File: src/rtl/vga_sync_gen.sv
// vga_sync_gen: raster timing generator for a 640x480 @ 60 Hz VGA frame
// (800x525 total by default).
// The system clock is divided down to a pixel rate by div_cnt. Horizontal
// and vertical counters scan the frame. Sync and visible-area decodes are
// registered together with the coordinates, so the two never skew.
//
// Ports:
//   clk        - system clock, single clock domain
//   rst        - synchronous, active-high reset
//   pixel_x    - current horizontal count, 0..H_TOTAL-1
//   pixel_y    - current vertical count, 0..V_TOTAL-1
//   hsync      - horizontal sync, active low
//   vsync      - vertical sync, active low
//   video_on   - high while (pixel_x, pixel_y) is inside the visible area
//   pixel_tick - one-clk strobe, once per pixel period
//   frame_tick - one-clk strobe on the pixel_tick that wraps to (0,0)
module vga_sync_gen #(
   parameter int CLK_DIV  = 4,
   parameter int H_ACTIVE = 640,
   parameter int H_FP     = 16,
   parameter int H_SYNC   = 96,
   parameter int H_BP     = 48,
   parameter int V_ACTIVE = 480,
   parameter int V_FP     = 10,
   parameter int V_SYNC   = 2,
   parameter int V_BP     = 33
) (
   input  logic       clk,
   input  logic       rst,
   output logic [9:0] pixel_x,
   output logic [9:0] pixel_y,
   output logic       hsync,
   output logic       vsync,
   output logic       video_on,
   output logic       pixel_tick,
   output logic       frame_tick
);

   localparam int H_TOTAL = H_ACTIVE + H_FP + H_SYNC + H_BP;
   localparam int V_TOTAL = V_ACTIVE + V_FP + V_SYNC + V_BP;

   localparam logic [3:0] DIV_LAST = 4'(CLK_DIV - 1);
   localparam logic [9:0] H_LAST   = 10'(H_TOTAL - 1);
   localparam logic [9:0] V_LAST   = 10'(V_TOTAL - 1);
   localparam logic [9:0] H_VIS    = 10'(H_ACTIVE);
   localparam logic [9:0] V_VIS    = 10'(V_ACTIVE);
   localparam logic [9:0] HS_FIRST = 10'(H_ACTIVE + H_FP);
   localparam logic [9:0] HS_LAST  = 10'(H_ACTIVE + H_FP + H_SYNC - 1);
   localparam logic [9:0] VS_FIRST = 10'(V_ACTIVE + V_FP);
   localparam logic [9:0] VS_LAST  = 10'(V_ACTIVE + V_FP + V_SYNC - 1);

   logic [3:0] div_cnt;
   logic [9:0] h_cnt;
   logic [9:0] v_cnt;
   // Cleared by reset. The first edge after release keeps the divider at
   // phase 0, so every pixel (including (0,0)) gets a full divider period
   // once counting begins.
   logic       running;

   logic [3:0] div_next;
   logic [9:0] h_next;
   logic [9:0] v_next;
   logic       tick_next;
   logic       frame_next;
   logic       hsync_next;
   logic       vsync_next;
   logic       video_next;

   assign pixel_x = h_cnt;
   assign pixel_y = v_cnt;

   // Next-state computation for the divider, the raster counters and their decodes.
   always_comb begin
      div_next   = div_cnt;
      h_next     = h_cnt;
      v_next     = v_cnt;

      if (!running) begin
         div_next = 4'd0;
      end else if (div_cnt == DIV_LAST) begin
         div_next = 4'd0;
      end else begin
         div_next = div_cnt + 4'd1;
      end

      // The registered pixel_tick marks the last divider phase; the counters
      // step on the edge that ends that cycle.
      if (pixel_tick) begin
         if (h_cnt == H_LAST) begin
            h_next = 10'd0;
            if (v_cnt == V_LAST) begin
               v_next = 10'd0;
            end else begin
               v_next = v_cnt + 10'd1;
            end
         end else begin
            h_next = h_cnt + 10'd1;
         end
      end else begin
         h_next = h_cnt;
         v_next = v_cnt;
      end

      tick_next  = (div_next == DIV_LAST);
      frame_next = tick_next && (h_next == H_LAST) && (v_next == V_LAST);
      hsync_next = !((h_next >= HS_FIRST) && (h_next <= HS_LAST));
      vsync_next = !((v_next >= VS_FIRST) && (v_next <= VS_LAST));
      video_next = (h_next < H_VIS) && (v_next < V_VIS);
   end

   // State and output registers with synchronous reset.
   always_ff @(posedge clk) begin
      if (rst) begin
         running    <= 1'b0;
         div_cnt    <= 4'd0;
         h_cnt      <= 10'd0;
         v_cnt      <= 10'd0;
         hsync      <= 1'b1;
         vsync      <= 1'b1;
         video_on   <= 1'b0;
         pixel_tick <= 1'b0;
         frame_tick <= 1'b0;
      end else begin
         running    <= 1'b1;
         div_cnt    <= div_next;
         h_cnt      <= h_next;
         v_cnt      <= v_next;
         hsync      <= hsync_next;
         vsync      <= vsync_next;
         video_on   <= video_next;
         pixel_tick <= tick_next;
         frame_tick <= frame_next;
      end
   end

endmodule
File: config.mk
export PLATFORM = sky130hd
export DESIGN_NAME = vga_sync_gen
export DESIGN_NICKNAME = d
export VERILOG_FILES = /design/src/rtl/vga_sync_gen.sv
export SDC_FILE = /design/constraint.sdc
export NUM_CORES = 1
export LEC_CHECK = 0
export CORE_ASPECT_RATIO = 0.75
export CORE_UTILIZATION = 40
export DETAILED_ROUTE_END_ITERATION = 8
export REMOVE_ABC_BUFFERS = 1
export SLEW_MARGIN = 10
export SYNTH_ARGS = -nofsm -noshare
export SYNTH_HDL_FRONTEND = slang
export SYNTH_SLANG_ARGS = --single-unit
File: constraint.sdc
create_clock -name clk -period 3.2 [get_ports clk]
set_input_delay 0.64 -clock clk [delete_from_list [all_inputs] [get_ports clk]]
set_output_delay 0.64 -clock clk [all_outputs]
set_load 0.01 [all_outputs]
# Word level (Yosys, flattened, before mapping)
# Cells that the tools add are included.
# word_totals
reg_bits	30
# classes
n_lt_le_gt_ge	6
n_addsub	3
eq_ne	6
n_mux	8
reduce_logical	7
# op_table
cell	count
10-bit 2-to-1 mux	5
10-bit == test, second input constant	4
10-bit by 1-bit adder with 10-bit output, second input constant	2
10-bit greater-or-equal comparator, second input constant	1
10-bit by 9-bit greater-or-equal comparator with 1-bit output, second input constant	1
10-bit <= comparator, second input constant	1
10-bit by 9-bit <= comparator with 1-bit output, second input constant	1
10-bit < comparator, second input constant	1
10-bit by 9-bit < comparator with 1-bit output, second input constant	1
4-bit by 2-bit == test with 1-bit output, second input constant	2
4-bit 2-to-1 mux	2
1-bit logical AND	5
4-bit by 1-bit adder with 4-bit output, second input constant	1
1-bit logical NOT	2
1-bit 2-to-1 mux	1

# Longest topological paths before layout
# Gate-level depths: netlist of the first run.
# depth
word_depth	7
mapped_depth	8
mapped_depth_nobuf	8

# Least setup slack after synthesis of the first run
# Ideal clock, no wire load.
# synth_timing
kind	register to register
from	register h_cnt[1], in the netlist pixel_x[1]
to	register vsync
path_slack_ns	1.142
synth_period_minus_slack_ns	2.058
n_path_buf	1
arrival_ns	1.926
required_time_ns	3.068
stages_incl_launch_ff	9
cell_sequence	dfxtp_1 ha_1 and4_4 and3_2 buf_6 nand3_2 xor2_1 nor4_2 nand4_1
# synth_between
elab_chain_cells	6
elab_cells_between_ends	7
classes_between	2 x order compare; 1 x eq/ne; 2 x mux; 2 x reduce/logical
# synth_lines
item	line_no	text
start: declaration	53	logic [9:0] h_cnt;
start signal: assignment	126	h_cnt <= h_next;
10-bit == test (*)	89	if (h_cnt == H_LAST) begin
10-bit 2-to-1 mux (*)	89	
10-bit 2-to-1 mux (*)	88	if (pixel_tick) begin
10-bit by 9-bit greater-or-equal comparator with 1-bit output or 10-bit by 9-bit <= comparator with 1-bit output (tied branches)	107	vsync_next = !((v_next >= VS_FIRST) && (v_next <= VS_LAST));
1-bit logical AND (*)	107	
1-bit logical NOT (*)	107	
end signal: assignment	129	vsync <= vsync_next;
end: declaration	33	output logic vsync,
# Every way passes the cells marked *; elsewhere a longest branch is shown, timed or not.
# A chain may end at the register's enable or synchronous reset.

# Final worst setup path of the first run
# layout_timing
from	register h_cnt[0], in the netlist pixel_x[0]
to	register frame_tick
# layout_between
elab_chain_cells	6
elab_cells_between_ends	10
classes_between	1 x add/sub; 3 x eq/ne; 4 x mux; 2 x reduce/logical
# layout_lines
item	line_no	text
10-bit by 1-bit adder with 10-bit output or 10-bit == test (tied branches)	97, 89	
10-bit 2-to-1 mux	89	
10-bit 2-to-1 mux	88	
10-bit == test	105	frame_next = tick_next && (h_next == H_LAST) && (v_next == V_LAST);
1-bit logical AND	105	
1-bit logical AND (*)	105	
end signal: assignment	132	frame_tick <= frame_next;
end: declaration	36	output logic frame_tick
# Marked as above.

==> flow_summary.html, run 1 <==
<table>
<tr><th>Metric</th><th>Value</th></tr>
<tr><th colspan="2">Timing</th></tr>
<tr><td>Period utilisation layout</td><td>74.8%</td></tr>
<tr><td>Number of setup violations in the final report</td><td>0</td></tr>
<tr><td>Min Tclk post-route</td><td>2390 ps</td></tr>
<tr><td>Final hold vios</td><td>0</td></tr>
<tr><td>Setup repair after global routing missed its margin</td><td>no</td></tr>
<tr><td>Max-slew violation count</td><td>0</td></tr>
<tr><td>Fmax</td><td>418 MHz</td></tr>
<tr><td>Worst relative slew slack</td><td>66.9%</td></tr>
<tr><td>Measured slew at the worst slew-check pin</td><td>496 ps</td></tr>
<tr><td>Post-Route Skew</td><td>9.50 ps</td></tr>
<tr><td>Total negative setup slack</td><td>0 ps</td></tr>
<tr><th colspan="2">Synth</th></tr>
<tr><td>Post-Synthesis Mean Instance Area</td><td>about 8.6 sq um</td></tr>
<tr><td>Yosys cell types</td><td>52</td></tr>
<tr><td>Total of warnings raised by yosys</td><td>0</td></tr>
<tr><td>Asr flop ratio synth</td><td>0%</td></tr>
<tr><td>Total standard cell area after synthesis</td><td>1660 sq um</td></tr>
<tr><td>Share of the synthesized area in the top cell type</td><td>36.3%</td></tr>
<tr><td>Yosys reg bits</td><td>30</td></tr>
<tr><td>Main area contributors after synthesis</td><td>sky130_fd_sc_hd__dfxtp_1 (36%), sky130_fd_sc_hd__nor2_1 (6.3%), sky130_fd_sc_hd__xor2_1 (4.2%)</td></tr>
<tr><td>Top cell type by total area after synthesis</td><td>sky130_fd_sc_hd__dfxtp_1</td></tr>
<tr><td>Post-synthesis sequential area ratio</td><td>36.3%</td></tr>
<tr><td>Post-Syn Instances</td><td>~190</td></tr>
<tr><td>Top_reg_cell synth</td><td>sky130_fd_sc_hd__dfxtp_1</td></tr>
<tr><td>Number of flops mapped to enable cells by yosys</td><td>0</td></tr>
<tr><th colspan="2">Global route</th></tr>
<tr><td>Leftover overflow at the end of global routing</td><td>0</td></tr>
<tr><td>Antenna violations before repair</td><td>0</td></tr>
<tr><td>Vias in the first global route</td><td>1320</td></tr>
<tr><td>Global-route wire length before repair</td><td>between 6000 and 7000 um</td></tr>
<tr><td>Largest net degree at the start of global routing</td><td>15</td></tr>
<tr><td>GRT Total Usage</td><td>19.4%</td></tr>
<tr><th colspan="2">Finish</th></tr>
<tr><td>Finished Core Util</td><td>52.7%</td></tr>
<tr><td>Number of antenna diodes</td><td>0</td></tr>
<tr><td>Nets</td><td>approximately 220</td></tr>
<tr><td>Leading cell types in the layout, fill and taps excluded</td><td>sky130_fd_sc_hd__dfxtp_1 (30), sky130_fd_sc_hd__nor2_1 (28), sky130_fd_sc_hd__clkdlybuf4s50_1 (26)</td></tr>
<tr><td>Layout Cell Area excl Fill</td><td>2000 sq um</td></tr>
<tr><td>Relative area change from synthesis to final layout</td><td>21.1%</td></tr>
<tr><td>Fill count</td><td>359</td></tr>
<tr><td>Layout cells sized above 1</td><td>between 10% and 20%</td></tr>
<tr><td>Commonest non-fill, non-tap cell in the layout</td><td>sky130_fd_sc_hd__dfxtp_1</td></tr>
<tr><th colspan="2">Worst setup path</th></tr>
<tr><td>Largest driver fanout on the critical path</td><td>11</td></tr>
<tr><td>Flop2flop setup slack</td><td>810 ps</td></tr>
<tr><td>Data arrival time of the critical path</td><td>about 2600 ps</td></tr>
<tr><td>Required time worst endpoint</td><td>3400 ps</td></tr>
<tr><td>Cell with the biggest individual delay on the critical path</td><td>sky130_fd_sc_hd__dfxtp_1</td></tr>
<tr><td>Buffer and inverter count on the worst path</td><td>0</td></tr>
<tr><td>Category of the most critical setup path</td><td>reg -&gt; reg</td></tr>
<tr><td>Crit path cell chain</td><td>ha_1 -&gt; and4_4 -&gt; nand3_2 -&gt; or3_1 -&gt; mux2i_1 -&gt; nand4_1 -&gt; nor4b_2</td></tr>
<tr><td>Capturing element type of the critical path</td><td>register</td></tr>
<tr><td>CP max stage delay</td><td>480 ps</td></tr>
<tr><td>Startpoint class of the critical path</td><td>register</td></tr>
<tr><td>Gate family responsible for the most delay along the worst path</td><td>simple AND/OR/NAND/NOR gates</td></tr>
<tr><th colspan="2">Clock network</th></tr>
<tr><td>Number of buffers added to fix hold violations after cts</td><td>0</td></tr>
<tr><td>Total clock buffers created by CTS</td><td>5</td></tr>
<tr><td>H-tree depth</td><td>2</td></tr>
<tr><td>Insertion delay to the later sink of the worst-skew pair</td><td>290 ps</td></tr>
<tr><td>Total number of clock tree sinks</td><td>30</td></tr>
<tr><td>Clock tree from TritonCTS</td><td>yes</td></tr>
<tr><td>Maximum clock path buffer count</td><td>2</td></tr>
<tr><td>Post-CTS Resized</td><td>0</td></tr>
<tr><td>CTS root buf</td><td>sky130_fd_sc_hd__clkbuf_8</td></tr>
<tr><td>Number of setup buffers added after CTS</td><td>0</td></tr>
<tr><td>CTS clock-pin slew for the worst setup and hold paths</td><td>about 70 ps</td></tr>
<tr><th colspan="2">Floorplanning</th></tr>
<tr><td>Initial core utilization</td><td>43.5%</td></tr>
<tr><td>Full die area</td><td>4400 sq um</td></tr>
<tr><td>Top Ports</td><td>27</td></tr>
<tr><td>Core Area</td><td>between 3000 and 4000 sq um</td></tr>
<tr><td>Die Wd</td><td>between 70 and 80 um</td></tr>
<tr><td>Rows</td><td>19</td></tr>
<tr><td>Die Ht</td><td>slightly below 60 um</td></tr>
<tr><th colspan="2">Route</th></tr>
<tr><td>Post-detailed-routing wire length</td><td>3910 um</td></tr>
<tr><td>Per-cell routed wire length</td><td>around 14 um</td></tr>
<tr><td>DRT antenna net count</td><td>0</td></tr>
<tr><td>Violation count after the first detailed-routing iteration</td><td>47</td></tr>
<tr><td>Via count</td><td>1461</td></tr>
<tr><td>Number of remaining DRC errors</td><td>0</td></tr>
<tr><td>Routed vias/inst</td><td>5.41</td></tr>
<tr><td>TritonRoute pass-1 iters</td><td>4</td></tr>
<tr><th colspan="2">Placed design</th></tr>
<tr><td>Estimated wirelength of the detail-placed design</td><td>2890 um</td></tr>
<tr><td>Number of input and output port buffers inserted</td><td>26</td></tr>
<tr><td>Placement-stage cell area</td><td>1910 sq um</td></tr>
<tr><td>Weighted congestion reported at the end of routability-driven placement</td><td>0.886</td></tr>
<tr><th colspan="2">Status</th></tr>
<tr><td>Result of the run</td><td>finished clean</td></tr>
<tr><th colspan="2">Hold path</th></tr>
<tr><td>Class of the most critical hold timing path</td><td>reg -&gt; reg</td></tr>
<tr><th colspan="2">Job</th></tr>
<tr><td>Maximum Capacitance Violations</td><td>0</td></tr>
<tr><th colspan="2">Power and ir drop</th></tr>
<tr><td>Power per cell area</td><td>361 nW/um^2</td></tr>
<tr><td>Pleak</td><td>approximately 0.00066 uW</td></tr>
<tr><td>Peak supply drop</td><td>0.228 mV</td></tr>
</table>
-- power by group --
group | switching, uW | internal, uW | total (uW)
registers | 4.37 | 377 | 381
clock network | 150 | 172 | 322
logic | 10.7 | 8.26 | 19.0
total | 165 | 558 | 723
-- logic make-up (layout without fill, tap and decap cells) --
group	after synthesis	count (layout)	synth area share, %
xor gates and xnor gates	14	14	7.41
DFF	30	30	36.3
AOI/OAI and AO/OA	26	26	9.75
adders and majority gates	4	4	3.02
and+or+nand+nor	102	102	36.0
muxes	3	3	1.89
buffers and inverters	13	39	5.67
-- sequential cells by signal, indices dropped and copies added (netlist names) --
name,flops
div_cnt,4
frame_tick,1
hsync,1
pixel_tick,1
pixel_x,10
pixel_y,10
running,1
video_on,1
vsync,1
-- worst paths after layout --
kind                               from                     to  cells after the start
hold reg to reg   div_cnt[0]$_SDFF_PP0_  div_cnt[0]$_SDFF_PP0_                      1
setup reg to reg  pixel_x[0]$_SDFF_PP0_  frame_tick$_SDFF_PP0_                      7
hold / removal    div_cnt[0]$_SDFF_PP0_  div_cnt[0]$_SDFF_PP0_                      1
setup / recovery  pixel_x[0]$_SDFF_PP0_  frame_tick$_SDFF_PP0_                      7
-- through the flow --
step	cells	hold WS [ps]	setup WS, ps	power [uW]
global placement	262	469	899	408
finish	270	493	806	723
global route	270	525	623	752
floorplan	183	452	1030	397
CTS	270	494	824	732
detailed placement	262	481	851	409
-- cell usage after synthesis (all sizes together), types with 2 or more instances --
master and number:
a21oi 10, nand4 11, nand3 11, xor2 8
nand3b 2, or3 2, and4 6, nand2 16
inv 4, nor4 2, dfxtp 30, nor2 28
nand2b 5, and3 4, o21ai 4, clkbuf 5
a31oi 2, ha 4, o22ai 2, buf 4
nor4b 3, xnor2 6, mux2i 2, nor3 6
-- layout make-up --
cell class / count / area (sq um) / area share (%)
repair buffers: 27 / 268 / 13.4
well taps: 52 / 65.1 / 3.25
clock inverters: 2 / 12.5 / 0.624
flip-flops and latches: 30 / 601 / 30.0
inverters: 4 / 15.0 / 0.749
multi-input cells: 149 / 961 / 47.9
clock buffers: 6 / 82.6 / 4.12
-- metal layers --
| layer | wire, um | global-route usage, % | share of wire, % |
|---|---|---|---|
| met1 | 2080 | 27.5 | 53 |
| met2 | 1620 | 27.8 | 41 |
| met3 | 135 | 4.41 | 3.4 |
| met4 | 69 | 9.89 | 1.8 |
| met5 | 0 | 0 | 0 |
No activity file was read; power rests on OpenSTA's default activity.
==> run 2: changes to the inputs <==
- clock period: 3.2 -> 2.5 ns (I/O delays scaled with it)
==> run 2 against run 1 <==
  * Non-clock buffer count rose by 2
  * Combinational power up 28%
  * Clock skew is 2.3 ps lower
  * Critical path depth is 1 higher
  * Total power grew 28%
  * Register-to-register slack worse by 660 ps
  * Wire length rose by 2.7%
  * Count of clock-buffer cells in the layout stayed put
  * Clock power up 28%
  * First-iteration DRC count increased by 77%
  * Largest power group unchanged
==> flow_summary.html, run 2 (synthesized netlist as in run 1, its figures left out) <==
<table>
<tr><th>Metric</th><th>Value</th></tr>
<tr><th colspan="2">Status</th></tr>
<tr><td>Result of the run</td><td>finished clean</td></tr>
<tr><th colspan="2">Worst setup path</th></tr>
<tr><td>Data arrival time of the critical path</td><td>approximately 2500 ps</td></tr>
<tr><td>Category of the most critical setup path</td><td>reg -&gt; reg</td></tr>
<tr><td>Required time worst endpoint</td><td>2660 ps</td></tr>
<tr><td>Capturing element of the worst setup path</td><td>frame_tick$_SDFF_PP0_</td></tr>
<tr><td>Cell with the biggest individual delay on the critical path</td><td>sky130_fd_sc_hd__nand4_1</td></tr>
<tr><td>Buffer and inverter count on the worst path</td><td>1</td></tr>
<tr><td>Instance count on the critical path</td><td>8</td></tr>
<tr><td>Reg-to-reg critical path endpoint</td><td>frame_tick$_SDFF_PP0_</td></tr>
<tr><td>Startpoint class of the critical path</td><td>register</td></tr>
<tr><td>Crit path cell chain</td><td>inv_1 -&gt; ha_1 -&gt; nor4bb_1 -&gt; nand4_1 -&gt; a31o_2 -&gt; a32oi_1 -&gt; o22ai_1 -&gt; nor4b_2</td></tr>
<tr><td>Register-to-Register Path Depth</td><td>8</td></tr>
<tr><td>Crit Reg-Reg Startpoint</td><td>pixel_y[0]$_SDFF_PP0_</td></tr>
<tr><td>Worst Setup SP</td><td>pixel_y[0]$_SDFF_PP0_</td></tr>
<tr><td>CP max stage delay</td><td>400 ps</td></tr>
<tr><td>Largest driver fanout on the critical path</td><td>8</td></tr>
<tr><td>Capturing element type of the critical path</td><td>register</td></tr>
<tr><td>Gate family responsible for the most delay along the worst path</td><td>simple AND/OR/NAND/NOR gates</td></tr>
<tr><td>Flop2flop setup slack</td><td>between 100 and 150 ps</td></tr>
<tr><th colspan="2">Placed design</th></tr>
<tr><td>Pre-CTS WS</td><td>219 ps</td></tr>
<tr><td>Number of input and output port buffers inserted</td><td>26</td></tr>
<tr><td>Number of placed instances, taps included</td><td>264</td></tr>
<tr><td>Weighted congestion reported at the end of routability-driven placement</td><td>0.914</td></tr>
<tr><td>Estimated wirelength of the detail-placed design</td><td>roughly 2900 um</td></tr>
<tr><th colspan="2">Finish</th></tr>
<tr><td>Area used by multi-input combinational logic</td><td>963 sq um</td></tr>
<tr><td>Fill count</td><td>roughly 360</td></tr>
<tr><td>Layout Cells excl Fill</td><td>272</td></tr>
<tr><td>FF/Latch Area</td><td>601 sq um</td></tr>
<tr><td>Number of antenna diodes</td><td>0</td></tr>
<tr><td>Relative area change from synthesis to final layout</td><td>22.1%</td></tr>
<tr><td>Leading cell types in the layout, fill and taps excluded</td><td>sky130_fd_sc_hd__dfxtp_1 (30), sky130_fd_sc_hd__nor2_1 (28), sky130_fd_sc_hd__clkdlybuf4s50_1 (26)</td></tr>
<tr><td>Layout cells sized above 1</td><td>12.7%</td></tr>
<tr><td>Nets</td><td>225</td></tr>
<tr><td>Commonest non-fill, non-tap cell in the layout</td><td>sky130_fd_sc_hd__dfxtp_1</td></tr>
<tr><th colspan="2">Floorplanning</th></tr>
<tr><td>Rows</td><td>19</td></tr>
<tr><td>Die Ht</td><td>57.7 um</td></tr>
<tr><td>Core Area</td><td>between 3000 and 4000 sq um</td></tr>
<tr><td>Die Wd</td><td>between 70 and 80 um</td></tr>
<tr><td>Top Ports</td><td>27</td></tr>
<tr><td>Initial core utilization</td><td>between 40% and 50%</td></tr>
<tr><td>Full die area</td><td>4400 sq um</td></tr>
<tr><th colspan="2">Clock network</th></tr>
<tr><td>CTS root buf</td><td>sky130_fd_sc_hd__clkbuf_8</td></tr>
<tr><td>H-tree depth</td><td>2</td></tr>
<tr><td>Number of buffers added to fix hold violations after cts</td><td>0</td></tr>
<tr><td>Total number of clock tree sinks</td><td>30</td></tr>
<tr><td>Total clock buffers created by CTS</td><td>5</td></tr>
<tr><td>Maximum clock path buffer count</td><td>2</td></tr>
<tr><td>Number of setup buffers added after CTS</td><td>0</td></tr>
<tr><td>CTS clock-pin slew for the worst setup and hold paths</td><td>60 ps</td></tr>
<tr><td>Clock tree from TritonCTS</td><td>yes</td></tr>
<tr><td>Insertion delay to the later sink of the worst-skew pair</td><td>280 ps</td></tr>
<tr><th colspan="2">Timing</th></tr>
<tr><td>Total negative setup slack</td><td>0 ps</td></tr>
<tr><td>Final hold vios</td><td>0</td></tr>
<tr><td>Number of setup violations in the final report</td><td>0</td></tr>
<tr><td>Fmax</td><td>about 430 MHz</td></tr>
<tr><td>Worst relative slew slack</td><td>66.2%</td></tr>
<tr><td>Final worst setup slack</td><td>147 ps</td></tr>
<tr><td>Post-Route Skew</td><td>~7.2 ps</td></tr>
<tr><td>Max-slew violation count</td><td>0</td></tr>
<tr><td>Period utilisation layout</td><td>94.1%</td></tr>
<tr><td>Min Tclk post-route</td><td>approximately 2400 ps</td></tr>
<tr><td>Setup repair after global routing missed its margin</td><td>no</td></tr>
<tr><td>Measured slew at the worst slew-check pin</td><td>507 ps</td></tr>
<tr><th colspan="2">Route</th></tr>
<tr><td>Per-cell routed wire length</td><td>between 10 and 15 um</td></tr>
<tr><td>TritonRoute pass-1 iters</td><td>4</td></tr>
<tr><td>Via count</td><td>1539</td></tr>
<tr><td>Violation count after the first detailed-routing iteration</td><td>83</td></tr>
<tr><td>Post-detailed-routing wire length</td><td>4020 um</td></tr>
<tr><td>Number of remaining DRC errors</td><td>0</td></tr>
<tr><td>Routed vias/inst</td><td>around 5.7</td></tr>
<tr><td>DRT antenna net count</td><td>0</td></tr>
<tr><th colspan="2">Global route</th></tr>
<tr><td>Antenna violations before repair</td><td>0</td></tr>
<tr><td>Leftover overflow at the end of global routing</td><td>0</td></tr>
<tr><td>Vias in the first global route</td><td>1331</td></tr>
<tr><td>Largest net degree at the start of global routing</td><td>15</td></tr>
<tr><td>Global-route wire length before repair</td><td>roughly 6400 um</td></tr>
<tr><td>GRT Total Usage</td><td>18.9%</td></tr>
<tr><th colspan="2">Job</th></tr>
<tr><td>Maximum Capacitance Violations</td><td>0</td></tr>
<tr><th colspan="2">Power and ir drop</th></tr>
<tr><td>Pleak</td><td>0.000669 uW</td></tr>
<tr><td>PnR Total Power</td><td>925 uW</td></tr>
<tr><td>Peak supply drop</td><td>0.290 mV</td></tr>
<tr><td>Power per cell area</td><td>roughly 460 nW/um^2</td></tr>
<tr><th colspan="2">Hold path</th></tr>
<tr><td>Class of the most critical hold timing path</td><td>reg -&gt; reg</td></tr>
<tr><td>Number of cells on the worst hold path</td><td>1</td></tr>
</table>
[run 2: stage by stage]
| step | hold slack [ps] | util, % | instance area [sq um] |
|---|---|---|---|
| finish | 494 | 53.2 | 2020 |
| CTS | 493 | 53.1 | 2020 |
| detailed placement | 483 | 50.6 | 1920 |
| global placement | 466 | 50.6 | 1920 |
| global route | 542 | 53.2 | 2020 |
| floorplan | 452 | - | 1580 |
[run 2: layout make-up]
| cell class | count | area share [%] |
|---|---|---|
| inverters | 4 | 0.743 |
| flip-flops and latches | 30 | 29.7 |
| well taps | 52 | 3.22 |
| clock buffers | 6 | 4.08 |
| multi-input cells | 149 | 47.6 |
| clock inverters | 2 | 0.619 |
| repair buffers | 29 | 14.0 |
[run 2: what timing repair did]
item	CTS	global route
setup endpoints to repair	0	3
hold endpoints to repair	0	0
resized for setup	0	1
[run 2: worst min-delay path by stage]
stage	start	end	slack [ps]
finish	div_cnt[0]$_SDFF_PP0_	div_cnt[0]$_SDFF_PP0_	490
global route	running$_DFF_P_	div_cnt[3]$_SDFF_PP0_	540
CTS	div_cnt[0]$_SDFF_PP0_	div_cnt[0]$_SDFF_PP0_	490
detailed placement	div_cnt[0]$_SDFF_PP0_	div_cnt[0]$_SDFF_PP0_	480
global placement	div_cnt[0]$_SDFF_PP0_	div_cnt[0]$_SDFF_PP0_	470
floorplan	div_cnt[0]$_SDFF_PP0_	div_cnt[0]$_SDFF_PP0_	450
[run 2: per-layer routing]
layer | GRT usage, % | routed length (um)
met1 | 27.6 | 2080
met4 | 6.32 | 39
met5 | 0 | 0
met3 | 5.35 | 203
met2 | 26.4 | 1700
[run 2: where the power goes]
group          leakage (uW)  switching [uW]  internal, uW
combinational      0.000379            13.6          10.7
clock             0.0000472             192           221
sequential         0.000243            5.45           482
total              0.000669             211           714
==> run 3: changes to the inputs <==
- SKIP_CTS_REPAIR_TIMING: default -> 1
- SLEW_MARGIN: 10 -> default
==> results of run 3 <==
Final layout, timing and power as in run 2 (identical DEF).
